## src/rtl/flex_mode_counter.sv

```systemverilog
// flex_mode_counter: up/down counter with a programmable terminal value and
// three counting modes (WRAP, SATURATE, ONESHOT). The count, the rollover
// flag and the done flag all come straight from flops.
module flex_mode_counter #(
  parameter int NUM_CNT_BITS = 4
) (
  input  logic                    clk,
  input  logic                    n_rst,
  input  logic                    clear,
  input  logic                    load,
  input  logic [NUM_CNT_BITS-1:0] load_val,
  input  logic                    count_enable,
  input  logic                    up_down,
  input  logic [1:0]              mode,
  input  logic [NUM_CNT_BITS-1:0] rollover_val,
  output logic [NUM_CNT_BITS-1:0] count_out,
  output logic                    rollover_flag,
  output logic                    done
);

  typedef enum logic [1:0] {
    IDLE = 2'b00,
    RUN  = 2'b01,
    DONE = 2'b10
  } state_t;

  localparam logic [1:0] MODE_WRAP     = 2'b00;
  localparam logic [1:0] MODE_SATURATE = 2'b01;
  localparam logic [1:0] MODE_ONESHOT  = 2'b10;

  localparam logic [NUM_CNT_BITS-1:0] ONE  = NUM_CNT_BITS'(1);
  localparam logic [NUM_CNT_BITS-1:0] ZERO = '0;

  state_t                  state, next_state;
  logic [NUM_CNT_BITS-1:0] count_q, next_count;
  logic                    flag_q, done_q;
  logic [NUM_CNT_BITS-1:0] count_inc, count_dec;

  assign count_inc = count_q + ONE;
  assign count_dec = count_q - ONE;

  // Register the count, the oneshot state and both flags; the flags are
  // derived from next-state values so they line up with count_out.
  always_ff @(posedge clk or negedge n_rst) begin
    if (!n_rst) begin
      state   <= IDLE;
      count_q <= '0;
      flag_q  <= 1'b0;
      done_q  <= 1'b0;
    end else begin
      state   <= next_state;
      count_q <= next_count;
      flag_q  <= (next_count == rollover_val);
      done_q  <= (next_state == DONE);
    end
  end

  // Next count and oneshot state: clear beats load beats counting beats hold.
  // A terminal value of zero disables counting entirely, and any mode other
  // than ONESHOT parks the state machine in IDLE.
  always_comb begin
    next_count = count_q;
    next_state = state;
    if (clear) begin
      next_count = '0;
      next_state = IDLE;
    end else if (load) begin
      next_count = load_val;
      next_state = IDLE;
    end else if (mode != MODE_ONESHOT) begin
      next_state = IDLE;
      if (count_enable && (rollover_val != ZERO)) begin
        if (mode == MODE_SATURATE) begin
          if (up_down) begin
            next_count = (count_q >= rollover_val) ? rollover_val : count_inc;
          end else begin
            next_count = (count_q > ZERO) ? count_dec : ZERO;
          end
        end else begin
          if (up_down) begin
            next_count = (count_q >= rollover_val) ? ONE : count_inc;
          end else begin
            next_count = (count_q > ONE) ? count_dec : rollover_val;
          end
        end
      end
    end else if (count_enable && (rollover_val != ZERO) && (state != DONE)) begin
      if (count_q >= rollover_val) begin
        next_count = rollover_val;
        next_state = DONE;
      end else begin
        next_count = count_inc;
        next_state = (count_inc == rollover_val) ? DONE : RUN;
      end
    end
  end

  assign count_out     = count_q;
  assign rollover_flag = flag_q;
  assign done          = done_q;

endmodule

```

## config.mk

```make
export PLATFORM = sky130hd
export DESIGN_NAME = flex_mode_counter
export DESIGN_NICKNAME = d
export VERILOG_FILES = /design/src/rtl/flex_mode_counter.sv
export SDC_FILE = /design/constraint.sdc
export NUM_CORES = 1
export LEC_CHECK = 0
export BUFFER_PORTS_ARGS = -buffer_cell sky130_fd_sc_hd__buf_2
export CORE_ASPECT_RATIO = 0.7
export CORE_MARGIN = 4
export CORE_UTILIZATION = 45
export DETAILED_ROUTE_END_ITERATION = 8
export PLACE_DENSITY_LB_ADDON = 0.3
export SYNTH_ARGS = -nofsm -noshare
export SYNTH_HDL_FRONTEND = slang
export SYNTH_SLANG_ARGS = --single-unit
```

## constraint.sdc

```tcl
create_clock -name clk -period 3.7 [get_ports clk]
set_clock_uncertainty 0.2 [all_clocks]
set_input_delay 0.37 -clock clk [delete_from_list [all_inputs] [get_ports clk]]
set_output_delay 0.37 -clock clk [all_outputs]
set_load 0.05 [all_outputs]
```

## Yosys cells after proc, flatten, opt, wreduce, memory -nomap -nowiden

Cells that the tools add are included.

- Divide/modulo/power cells: 0
- Bitwise logic cells: 0
- Reduce and logical (&&, ||, !) cells: 3
- Multiply operators: 0
- Multiplexer cells: 18
- Shift-type cells: 0
- Magnitude comparators: 3
- Equality and inequality tests: 6
- Add/sub/neg operators: 2

Operators with widths:

| cell | number |
|---|---|
| 4-bit two-way mux | 12 |
| 2-bit two-way mux | 6 |
| 4-bit equality test | 2 |
| 4-bit by 1-bit > comparator with 1-bit output, second input constant | 2 |
| 4-bit by 1-bit adder with 4-bit output, second input constant | 1 |
| 4-bit greater-or-equal comparator | 1 |
| 2-bit inequality test, second input constant | 2 |
| 4-bit nonzero test | 1 |
| 4-bit by 1-bit subtractor with 4-bit output, second input constant | 1 |
| 2-bit by 1-bit equality test with 1-bit output, second input constant | 1 |
| 2-bit equality test, second input constant | 1 |
| 1-bit logical AND | 2 |

- Bits in writable memories: 0
- Bits in registers: 8
- Word-level logic and storage cells: 36
- Memories: 0
- Bits in latches: 0
- Output and inout port bits: 6
- Input port bits: 16
- Memory bits (read-only): 0

## Longest topological paths before layout

- Word-level depth: 9
- Depth in mapped cells: 10

## Least setup slack after synthesis

Ideal clock, no wire load.

- Path kind: register to register
- Start: register count_q[0], in the netlist count_out[0]
- End: register flag_q, in the netlist rollover_flag
- Stages on the path, launching flop included: 10
- Setup slack: 0.323 ns
- Buffers on the path: 0
- Arrival time: 3.066 ns
- Cells stage by stage: dfrtp_1 > inv_1 > ha_1 > nand2b_1 > a2111oi_2 > nor2_2 > a211oi_4 > mux2i_1 > or4_1 > a2111oi_2

- Cells in the longest elaborated chain, start to end: 9
- Elaborated cells on any way between the ends: 18
- Classes of those cells: add/sub (2); order compare (3); eq/ne (1); mux (12)

RTL lines:

| element | RTL line | source |
|---|---|---|
| from (decl) | 35 | `logic [NUM_CNT_BITS-1:0] count_q, next_count;` |
| from (signal assigned) | 52 | `count_q <= next_count;` |
| 4-bit by 1-bit subtractor with 4-bit output (tied with other cells) | 40 | `assign count_dec = count_q - ONE;` |
| 4-bit two-way mux, on equally long branches | -- |  |
| 4-bit two-way mux, on equally long branches | 80, 74 |  |
| 4-bit two-way mux | 73 | `if (mode == MODE_SATURATE) begin` |
| 4-bit two-way mux | 72 | `if (count_enable && (rollover_val != ZERO)) begin` |
| 4-bit two-way mux (*) | 70 | `end else if (mode != MODE_ONESHOT) begin` |
| 4-bit two-way mux (*) | 67 | `end else if (load) begin` |
| 4-bit two-way mux (*) | 64 | `if (clear) begin` |
| 4-bit equality test (*) | 53 | `flag_q <= (next_count == rollover_val);` |
| to (signal assigned) | 53 |  |
| to (decl) | 36 | `logic flag_q, done_q;` |

Mark *: on every way between the ends. The rest lies on a longest branch, timed or not.

## Worst setup path after layout

Ends and elaborated chain as after synthesis.

==> flow_summary.yaml <==
global_routing:
  grt_pass1_vias: 1379
  antenna_found_initial: 0
  grt_pass1_wl_um: 6840
  grt_max_degree: 16
  grt_use_total_pct: 22.9
  overflow: 0
critical_path:
  path_class: "reg -> reg"
  worst-path-stages: 9
  worst-path-max-fanout: 10
  rr_worst_depth: 9
  arrival_ns: 3.30
  worstPathCellList: "inv_1, ha_1, nand2b_1, a2111oi_2, nor2_2, a211oi_4, mux2i_1, or4_1, a2111oi_2"
  required_ns: 3.61
  cpPeakStageDelay_ns: 0.60
  critPathBufInv: 1
  cp-end-kind: "flop"
  crit_top_cell: "a2111oi_2"
  critPathSlowestCell: "a2111oi_2"
  crit_family: "compound AO/OA/AOI/OAI gates"
  cp-start-kind: "flop"
logic_synthesis:
  yosys.cell_types.count: 60
  netlist_instances: 170
  syn_nets: 194
  synth_area_per_cell_sq_um: 7.71
  synth_ff_type: "dfrtp_1"
  synthTopCellsByArea: "dfrtp_1 15%, ha_1 7.6%, a21oi_1 6.1%"
  synth_top_area_share_pct: 15.3
  synth_warnings: 0
  synth_edf_count: 0
  ys_ff_latch: 8
  synth_area_sq_um: 1310
  synth_top_area_cell: "dfrtp_1"
  synthArstFlopShare_pct: 100
  ys_seq_area_share_pct: 15.3
power_and_ir_drop:
  total_power_mw: 0.444
  leakage_nw: 0.628
  peakVddDrop_mv: 0.168
  pwr_density_cell_nw_per_um2: 306
sta:
  finalMaxSlewViolations: 0
  period_share_pct: 91.4
  tightest_slew_ns: 0.763
  setup_tns_ns: 0
  finalHoldViolations: 0
  min_period_ns: 3.38
  hold_slack_ns: 0.235
  slew_headroom_pct: 47.8
  setup_violations: 0
  timing.fmax_ghz: 0.296
  rsz0062_at_grt: "false"
drt:
  wire_per_inst_um: 18.4
  vias: 1514
  drt_wl_total_um: 4130
  drtAntennaViolNets: 0
  vias_per_cell: 6.73
  drc: 0
  dr.pass1.iters: 5
  first_iter_violations: 150
clocking:
  cts.sinks: 8
  cts.reportedPaths.clkPinSlew_ns: 0.04
  numCtsBuffers: 3
  cts_tree: "built"
  cts_resized: 0
  clk_latency_ns: 0.22
  clock_path_buffers: 2
  htreeDepth: 1
  root_buffer: "clkbuf_8"
cells_and_area:
  nFillCells: 275
  multi_input_comb_area_sq_um: 996
  stdcell_count: 225
  layout-drive-gt1-share_pct: 19.0
  diodes: 0
  area_growth_pct: 10.7
  nets: 215
  regArea_sq_um: 200
  finish.utilization_pct: 52.1
placement:
  placedCellCount: 221
  place_congestion: 1.03
  port_buffers: 21
  hpwl_um: 3280
floorplanning:
  die_height_um: 53.1
  start_util_pct: 47.1
  row_count: 16
  io_pins: 22
  core-area_sq_um: 2780
  die_area_sq_um: 3850
  die_w_um: 72.5
min_path:
  holdPathStages: 3
  hold_path.class: "in -> reg"
job:
  cap_violations: 0
outcome:
  outcome: "completed"
==> area by class of cell <==
type / instances / share of cell area, %
sequential: 8 / 13.8
timing repair buffer: 23 / 8.46
multi-input combinational: 143 / 68.7
clock buffer: 3 / 2.85
tap: 36 / 3.11
inverter: 12 / 3.11
==> routing by layer <==
metal	GRT usage, %	wire length [um]
met4	3.07	33
met3	7.21	530
met5	0	0
met1	33.0	1810
met2	33.7	1760
==> cells by family after synthesis <==
family,Yosys count,synth area share (%)
buffers and inverters,19,8.69
AND/OR/NAND/NOR,61,25.1
multiplexers,1,0.764
flip-flops,8,15.3
AO/OA/AOI/OAI,67,38.5
adder cells (fa/ha/maj),8,7.64
XOR/XNOR,6,4.01
==> power by group <==
group          switching, mW  total (mW)  internal [mW]
combinational          0.151       0.236         0.0851
sequential            0.0109       0.104         0.0930
clock                 0.0332       0.104         0.0704
total                  0.195       0.444          0.249
==> worst reg2reg max path, delay by kind of cell (launching register included) <==
family                   cells  cell delay, ns
flip-flops                   1            0.50
adder cells (fa/ha/maj)      1            0.31
AND/OR/NAND/NOR              3            0.88
buffers and inverters        1            0.19
AO/OA/AOI/OAI                3            1.09
multiplexers                 1            0.10
==> cell usage in the layout, fill, tap and decap left out, drive strengths merged, types with 5 or more instances in the layout <==
cell and count:
nand2b 5, o21ai 12, a21oi 16, nor2 13
nand3 10, a211oi 5, inv 11, dfrtp 8
ha 8, nand2 10, buf 22
==> repair_timing <==
action | in CTS | in global routing
hold buffers | 1 | 0
buffers inserted | 0 | 0
hold endpoints to repair | 8 | 0
==> cells in the mapped netlist, types with 4 or more instances <==
| cell | n |
|---|---|
| or4_1 | 4 |
| nand2_1 | 10 |
| nand2b_1 | 5 |
| nor2_1 | 12 |
| a21oi_1 | 16 |
| nand3_1 | 10 |
| inv_1 | 11 |
| a211oi_1 | 4 |
| o21ai_0 | 12 |
| dfrtp_1 | 8 |
| nor2b_1 | 4 |
| xnor2_1 | 4 |
| ha_1 | 8 |
==> flip-flops by register name (all words and copies together), names as in the netlist <==
signal	flops
count_out	4
state	2
done	1
rollover_flag	1
==> path summary, 6_finish.rpt <==
check                                  startpoint                 endpoint  slack [ns]
setup / recovery           count_out[0]$_DFF_PN0_  rollover_flag$_DFF_PN0_        0.32
setup reg to reg           count_out[0]$_DFF_PN0_  rollover_flag$_DFF_PN0_        0.32
hold reg to reg                state[1]$_DFF_PN0_       state[1]$_DFF_PN0_        0.33
min in group asynchronous                   n_rst       state[0]$_DFF_PN0_        0.33
max in group asynchronous                   n_rst   count_out[2]$_DFF_PN0_        2.80
hold / removal                        load_val[1]   count_out[1]$_DFF_PN0_        0.23
==> stage by stage <==
step	setup slack, ns	instance area, sq um
2_1_floorplan	0.323	1310
6_report	0.319	1450
3_3_place_gp	0.478	1400
5_1_grt	0.157	1450
4_1_cts	0.372	1450
3_5_place_dp	0.392	1400
(Power assumes the default switching activity.)
